### src/rtl/hazard_stall_ctrl_pkg.sv
// Shared types and constants for the pipeline hazard stall/flush controller.
package hazard_stall_ctrl_pkg;

    localparam int CNT_W = 16;

    typedef enum logic [1:0] {
        ST_RUN   = 2'b00,
        ST_STALL = 2'b01,
        ST_FLUSH = 2'b10
    } state_t;

    // A requested bubble count of zero still costs one bubble.
    function automatic logic [1:0] eff_cycles(input logic [1:0] cyc);
        return (cyc == 2'd0) ? 2'd1 : cyc;
    endfunction

endpackage

### src/rtl/hazard_stall_ctrl_sat_counter.sv
// Width-parameterised saturating event counter with synchronous active-high clear.
module sat_counter #(
    parameter int W = 16
) (
    input  logic         clk,
    input  logic         rst,
    input  logic         i_inc,
    output logic [W-1:0] o_cnt
);

    logic [W-1:0] r_cnt;

    always_ff @(posedge clk) begin
        if (rst) begin
            r_cnt <= '0;
        end else if (i_inc && (r_cnt != {W{1'b1}})) begin
            r_cnt <= r_cnt + 1'b1;
        end
    end

    assign o_cnt = r_cnt;

endmodule

### src/rtl/hazard_stall_ctrl.sv
// Front-end hold/flush sequencer: load-use bubbles, taken-branch flushes, event counters.
//   state    | meaning
//   ST_RUN   | normal fetch; a load-use request bubbles this same cycle
//   ST_STALL | multi-cycle bubble in progress, r_rem bubbles still owed
//   ST_FLUSH | cycle after a taken branch; discard the in-flight fetch
module hazard_stall_ctrl
    import hazard_stall_ctrl_pkg::*;
(
    input  logic             clk,
    input  logic             rst,
    input  logic             fetch_nop_LD,
    input  logic [1:0]       stall_cycles,
    input  logic             branch_taken,
    output logic             pc_write_en,
    output logic             ifid_write_en,
    output logic             ifid_flush,
    output logic             idex_bubble,
    output logic             stall_active,
    output logic [CNT_W-1:0] stall_count,
    output logic [CNT_W-1:0] flush_count
);

    state_t     r_state;
    logic [1:0] r_rem;
    logic [1:0] w_eff;
    logic       w_pc_we;
    logic       w_ifid_we;
    logic       w_ifid_flush;
    logic       w_idex_bubble;
    logic       w_stall_active;
    logic       w_flush_inc;

    assign w_eff = eff_cycles(stall_cycles);

    always_ff @(posedge clk) begin
        if (rst) begin
            r_state <= ST_RUN;
            r_rem   <= 2'd0;
        end else if (branch_taken) begin
            r_state <= ST_FLUSH;
            r_rem   <= 2'd0;
        end else begin
            case (r_state)
                ST_RUN: begin
                    if (fetch_nop_LD && (w_eff > 2'd1)) begin
                        r_state <= ST_STALL;
                        r_rem   <= w_eff - 2'd1;
                    end
                end
                ST_STALL: begin
                    r_rem <= r_rem - 2'd1;
                    if (r_rem == 2'd1) begin
                        r_state <= ST_RUN;
                    end
                end
                ST_FLUSH: begin
                    r_state <= ST_RUN;
                end
                default: begin
                    r_state <= ST_RUN;
                    r_rem   <= 2'd0;
                end
            endcase
        end
    end

    // Enables must react in the request cycle itself, so they decode state plus inputs.
    always_comb begin
        w_pc_we        = 1'b1;
        w_ifid_we      = 1'b1;
        w_ifid_flush   = 1'b0;
        w_idex_bubble  = 1'b0;
        w_stall_active = 1'b0;
        if (rst) begin
            w_pc_we       = 1'b0;
            w_ifid_we     = 1'b0;
            w_ifid_flush  = 1'b1;
            w_idex_bubble = 1'b1;
        end else if (branch_taken) begin
            w_ifid_we     = 1'b0;
            w_ifid_flush  = 1'b1;
            w_idex_bubble = 1'b1;
        end else begin
            case (r_state)
                ST_RUN: begin
                    if (fetch_nop_LD) begin
                        w_pc_we        = 1'b0;
                        w_ifid_we      = 1'b0;
                        w_idex_bubble  = 1'b1;
                        w_stall_active = 1'b1;
                    end
                end
                ST_STALL: begin
                    w_pc_we        = 1'b0;
                    w_ifid_we      = 1'b0;
                    w_idex_bubble  = 1'b1;
                    w_stall_active = 1'b1;
                end
                ST_FLUSH: begin
                    w_ifid_we    = 1'b0;
                    w_ifid_flush = 1'b1;
                end
                default: begin
                end
            endcase
        end
    end

    assign w_flush_inc   = branch_taken && !rst;
    assign pc_write_en   = w_pc_we;
    assign ifid_write_en = w_ifid_we;
    assign ifid_flush    = w_ifid_flush;
    assign idex_bubble   = w_idex_bubble;
    assign stall_active  = w_stall_active;

    sat_counter #(.W(CNT_W)) u_stall_cnt (
        .clk   (clk),
        .rst   (rst),
        .i_inc (w_stall_active),
        .o_cnt (stall_count)
    );

    sat_counter #(.W(CNT_W)) u_flush_cnt (
        .clk   (clk),
        .rst   (rst),
        .i_inc (w_flush_inc),
        .o_cnt (flush_count)
    );

endmodule

### config.mk
export PLATFORM = sky130hd
export DESIGN_NAME = hazard_stall_ctrl
export DESIGN_NICKNAME = d
export VERILOG_FILES = /design/src/rtl/hazard_stall_ctrl_pkg.sv /design/src/rtl/hazard_stall_ctrl_sat_counter.sv /design/src/rtl/hazard_stall_ctrl.sv
export SDC_FILE = /design/constraint.sdc
export NUM_CORES = 1
export LEC_CHECK = 0
export CAP_MARGIN = 10
export CORE_MARGIN = 3
export CORE_UTILIZATION = 46
export CTS_BUF_LIST = sky130_fd_sc_hd__clkbuf_8 sky130_fd_sc_hd__clkbuf_16
export DETAILED_ROUTE_END_ITERATION = 6
export PLACE_DENSITY = 0.76
export SYNTH_ARGS = -nofsm -noshare
export SYNTH_HDL_FRONTEND = slang
export SYNTH_SLANG_ARGS = --single-unit
### constraint.sdc
create_clock -name clk -period 2.1 [get_ports clk]
set_input_delay 0.315 -clock clk [delete_from_list [all_inputs] [get_ports clk]]
set_output_delay 0.315 -clock clk [all_outputs]
set_load 0.01 [all_outputs]
== After elaboration in Yosys (flattened, before gate mapping) ==
Index checks and enable logic that the tools add are counted.
Widths: inputs -> output; s select.

* Bits in registers: 36
* Input bits: 6

* Add/subtract/negate cells: 4
* Order comparisons: 1
* Equal/unequal tests: 9
* Muxes and demuxes: 23
* Bitwise operators: 1
* Reduce and logical (&&, ||, !) cells: 12

{| class="wikitable"
|+ Operators by type and width
! operator !! number
|-
| $add 16x1->16 const B || 2
|-
| $ne 16x16->1 const B || 2
|-
| $mux 1 || 13
|-
| $mux 2 || 5
|-
| $ne 3x3->1 const B || 2
|-
| $pmux 1 s2 || 3
|-
| $pmux 2 s3 || 1
|-
| $reduce_and 2->1 || 3
|-
| $eq 2x1->1 const B || 2
|-
| $logic_and 1x1->1 || 4
|-
| $logic_not 2->1 || 2
|-
| $ne 2x2->1 const B || 2
|-
| $pmux 2 s2 || 1
|-
| $reduce_or 2->1 || 2
|-
| $sub 2x1->2 const B || 2
|-
| $eq 2x2->1 const B || 1
|-
| $gt 2x1->1 const B || 1
|-
| $logic_not 1->1 || 1
|-
| $not 1->1 || 1
|}

== Longest topological paths before layout ==
* Depth after elaboration: 7
* Depth in mapped cells: 8
* Gate-level depth less buffers: 7

== Cells and area by module ==
A second synthesis with hierarchy kept.

* Cell total of the unflattened synthesis: 240
* Area total of the unflattened synthesis: 2,031.9 um^2

{| class="wikitable"
|+ By module, submodules not included
! module !! instances !! cells each !! area an instance (um^2) !! sequential area each (um^2)
|-
| sat_counter || 2 || 99 || 848.3 || 320.3
|-
| hazard_stall_ctrl || 1 || 42 || 335.3 || 80.1
|}

== Least setup slack after synthesis ==
Ideal clock, no wire load.

* Path kind: flip-flop to flip-flop
* Start: reg r_state[0]
* End: reg u_stall_cnt.r_cnt[11], in the netlist u_stall_cnt.o_cnt[11]
* Setup time: 0.121 ns
* Arrival time: 1.927 ns
* Required time: 1.979 ns
* Setup slack: 0.052 ns
* Stages on the path, launching flop included: 8
* Buffers on the path: 1
* Path through: dfxtp_1 > inv_1 > ha_1 > o21ai_0 > a211o_1 > buf_2 > nor4_1 > mux2_2

* Cells in the longest elaborated chain, start to end: 5
* Elaborated cells on any way between the ends: 6
* Classes of those cells: eq/ne: 1; mux: 3; reduce/logical: 2

{| class="wikitable"
|+ RTL lines
! element !! RTL line !! source
|-
| from (decl) || hazard_stall_ctrl.sv:23 || <nowiki>state_t r_state;</nowiki>
|-
| from (signal assigned) || hazard_stall_ctrl.sv:37 || <nowiki>r_state <= ST_RUN;</nowiki>
|-
| from (signal assigned) || hazard_stall_ctrl.sv:40 || <nowiki>r_state <= ST_FLUSH;</nowiki>
|-
| from (signal assigned) || hazard_stall_ctrl.sv:46 || <nowiki>r_state <= ST_STALL;</nowiki>
|-
| $eq 2x1->1 / $logic_not 2->1 (equally long branches) || hazard_stall_ctrl.sv:84 || <nowiki>case (r_state)</nowiki>
|-
| $pmux 1 s2 * || hazard_stall_ctrl.sv:84 ||
|-
| $mux 1 * || hazard_stall_ctrl.sv:79 || <nowiki>end else if (branch_taken) begin</nowiki>
|-
| $mux 1 * || hazard_stall_ctrl.sv:74 || <nowiki>if (rst) begin</nowiki>
|-
| $logic_and 1x1->1 * || hazard_stall_ctrl_sat_counter.sv:16 || <nowiki>end else if (i_inc && (r_cnt != {W{1'b1}})) begin</nowiki>
|-
| to (signal assigned) || hazard_stall_ctrl_sat_counter.sv:17 || <nowiki>r_cnt <= r_cnt + 1'b1;</nowiki>
|-
| to (decl) || hazard_stall_ctrl_sat_counter.sv:11 || <nowiki>logic [W-1:0] r_cnt;</nowiki>
|}

Mark *: on every way between the ends. The rest lies on a longest branch, timed or not.
A chain may end at the register's enable or synchronous reset.

== Worst setup path after layout ==
* Start: reg r_state[1]
* End: reg u_stall_cnt.r_cnt[7], in the netlist u_stall_cnt.o_cnt[7]

The elaborated chain is that of the path after synthesis.

==> impl_metrics.py <==
metrics = {
    "global_routing": {
        "track_usage_pct": 20.2,
        "antenna_found_initial": 0,
        "grt_max_degree": 24,
        "groute.layer.met3.usage_pct": 5.37,
        "top_usage_layer": "met2",
        "use_met2_pct": 31.6,
        "gr-total-overflow": 0,
        "grt_pass1_vias": 1898,
        "grt_pass1_wl_mm": 8.57,
        "met1_usage_pct": 26.6,
    },
    "final_layout": {
        "antenna_cells": 0,
        "layout.nets": 327,
        "syn2layout_area_growth_pct": 39.2,
        "drive_above_1_share_pct": 20.0,
        "n_fill_cell": 353,
        "finalInstanceArea_um2": 2860,
    },
    "critical_path": {
        "r2r-start": "r_state[1]",
        "critical_path_buf_inv_count": 2,
        "cpLargestDelayFamily": "compound AO/OA/AOI/OAI gates",
        "crit_fanout": 13,
        "start_kind": "flip-flop",
        "endpoint_kind": "flip-flop",
        "arrival_ns": 2.22,
        "rr_worst_depth": 7,
        "regToRegSetupSlack_ns": 0.07,
        "rr_endpoint": "u_stall_cnt.o_cnt[7]",
        "crit_path_top_delay_cell": "mux2_2",
        "worstSetupPathType": "flip-flop to flip-flop",
        "critPathMaxStageDelay_ns": 0.37,
        "worstPathRequired_ns": 2.28,
        "path_cells": "inv_1 -> ha_2 -> o21ai_2 -> a211o_1 -> buf_4 -> nor4_2 -> mux2_2",
    },
    "clocking": {
        "cts.path.max_buffers": 2,
        "hold_buffers": 0,
        "cts_buffers": 5,
        "cts_setup_buffers": 0,
        "clk_pin_slew_ns": 0.08,
        "clock_sinks": 36,
        "cts_root_buf": "clkbuf_8",
        "cts_tree": "done",
        "cts_max_level": 2,
        "insertion_delay_ns": 0.29,
    },
    "floorplanning": {
        "fp.dieW_um": 72.9,
        "die_y_um": 72.9,
        "die-area_um2": 5310,
        "boundaryPins": 43,
        "num_rows": 23,
        "core-area_um2": 4140,
        "start_util_pct": 49.6,
    },
    "drt": {
        "wirelength_mm": 5.26,
        "route.detailed.drc": 0,
        "ant_nets": 0,
        "dr.pass1.iters": 4,
        "drt_iter0_drc": 189,
        "via_per_inst": 5.81,
        "wl_per_cell_um": 14.4,
        "vias": 2122,
    },
    "timing": {
        "fin_worst_skew_ns": 0.00992,
        "finalHoldViolations": 0,
        "clock.fmax_mhz": 492,
        "relSlewSlack_pct": 61.5,
        "layout_setup_ws_ns": 0.0661,
        "period_needed_ns": 2.03,
        "setup_viol": 0,
        "tightest_slew_ns": 0.570,
        "drv_slew": 0,
        "period_share_pct": 96.9,
        "rsz0062_at_grt": "true",
    },
    "placement": {
        "port_buffers": 42,
        "gp_congestion": 0.878,
        "placed_area_um2": 2740,
        "hpwl_mm": 3.77,
        "pre_cts_slack_ns": -0.230,
    },
    "synth": {
        "synth_nets": 256,
        "syn_inst": 243,
        "synth_area_um2": 2060,
        "ys.flop_type": "dfxtp_1",
        "yosys_warnings": 0,
        "synthDistinctLibCells": 48,
        "synthArstFlopShare_pct": 0,
        "synth-edff-count": 0,
        "ys_seq_area_share_pct": 35.0,
        "ys_ff_latch": 36,
        "synth_area_per_cell_um2": 8.46,
    },
    "pwr": {
        "p_switching_mw": 0.337,
        "p_seq_share_pct": 51.4,
        "leakagePower_nw": 1.03,
        "clkPwrFrac_pct": 37.2,
        "intPower_mw": 1.03,
        "cellPowerDensity_nw_per_um2": 477,
        "pwr-share-comb_pct": 11.4,
        "vdd_ir_drop_max_mv": 0.300,
        "switching_share_pct": 24.7,
        "total_power_mw": 1.36,
    },
    "worst_hold_path": {
        "worst_hold_path.endpoint": "u_flush_cnt.o_cnt[13]",
        "worstHoldPathType": "flip-flop to flip-flop",
        "min_path_cells": 2,
        "hold_start": "u_flush_cnt.o_cnt[13]",
    },
    "flow_run": {
        "maxCapViolations": 0,
    },
    "run_status": {
        "status": "complete, no violations",
    },
}
## layout by cell type, fill, tap and decap left out, drive strengths merged, types with 4 or more instances in the layout
cell type      netlist  layout
a2111oi              4       4
a21oi               16      16
and4                 5       5
buf                  4      31
clkbuf               5       8
clkdlybuf4s50        0      37
dfxtp               36      36
ha                   7       7
inv                 13      15
mux2                 8       8
nand2               13      13
nand3               15      15
nand4                8       8
nor2                22      22
nor2b                8       8
nor4                 8       8
o21ai                9       9
o311ai               4       4
o31ai                9       9
o41ai                4       4
or3                  6       6
or4                  7       7
## flip-flops by register name, indices dropped and copies added (netlist names)
name and cells:
u_flush_cnt.o_cnt 16, u_stall_cnt.o_cnt 16, r_rem 2, r_state 2
## per-layer routing
metal | up-vias | wire (µm) | part of all wire [%]
met5 | - | 0 | 0
met4 | 0 | 102 | 1.9
met2 | 65 | 2350 | 45
li1 | 1068 | - | -
met1 | 976 | 2480 | 47
met3 | 13 | 325 | 6.2
## cell usage after synthesis (all sizes together), types with 4 or more instances
cell type   n  area (µm²)
o31ai       9        67.6
dfxtp      36         721
clkbuf      5        18.8
ha          7        87.6
nor2b       8        50.1
or3         6        38.8
nand2      13        48.8
buf         4        18.8
nand4       8        71.3
a2111oi     4        41.3
o21ai       9        45.0
mux2        8        90.1
nand3      15        75.1
or4         7        52.6
o41ai       4        35.0
nor2       22        82.6
o311ai      4        35.0
nor4        8        50.1
a21oi      16        80.1
inv        13        48.8
and4        5        43.8
## power groups by stage
stage	clock, mW	sequential (mW)	combinational (mW)
3_5_place_dp	0	0.717	0.151
4_1_cts	0.518	0.701	0.151
6_report	0.508	0.701	0.156
3_3_place_gp	0	0.716	0.149
5_1_grt	0.553	0.703	0.172
2_1_floorplan	0	0.719	0.0739
## stage by stage
step | cells | hold WS, ns | utilization (%) | TNS (ns)
4_1_cts | 365 | 0.524 | 68.2 | 0
6_report | 365 | 0.521 | 69.1 | 0
2_1_floorplan | 243 | 0.470 | - | 0
3_5_place_dp | 357 | 0.514 | 66.0 | -1.81
3_3_place_gp | 357 | 0.506 | 66.0 | -1.39
5_1_grt | 365 | 0.563 | 69.1 | -0.0821
## what timing repair did
action,CTS,global route
pin swaps,0,0
resized for setup,8,14
setup endpoints to repair,6,8
## tightest hold or removal path: cells and delay by family (launching register included)
| family | cells | cell delay, ns |
|---|---|---|
| DFF | 1 | 0.35 |
| AOI/OAI and AO/OA | 2 | 0.13 |
## final cells by class
class | count | area (µm²) | share of cell area (%)
inverter | 13 | 48.8 | 1.70
timing repair buffer | 73 | 643 | 22.5
clock inverter | 2 | 7.51 | 0.262
sequential | 36 | 722 | 25.2
clock buffer | 6 | 82.6 | 2.88
multi-input combinational | 185 | 1300 | 45.3
tap | 50 | 62.6 | 2.18
## kinds of logic after synthesis
| family | share of synthesized area [%] |
|---|---|
| and+or+nand+nor | 29.7 |
| AOI/OAI and AO/OA | 19.8 |
| DFF | 35.0 |
| buffers and inverters | 4.20 |
| muxes | 4.87 |
| adders and majority gates | 4.26 |
| xor gates and xnor gates | 2.13 |
## how the worst max path moves through the flow
stage | start | to | slack, ns | cells after the start
CTS | r_state[1] | idex_bubble | 0.0005 | 6
finish | r_state[1] | u_stall_cnt.o_cnt[7] | 0.07 | 7
global placement | fetch_nop_LD | u_stall_cnt.o_cnt[7] | -0.16 | 6
global route | r_state[1] | u_stall_cnt.o_cnt[7] | -0.04 | 7
detailed placement | fetch_nop_LD | u_stall_cnt.o_cnt[7] | -0.23 | 6
floorplan | r_state[0] | u_stall_cnt.o_cnt[11] | 0.05 | 7
Power figures use the tool's default switching activity.
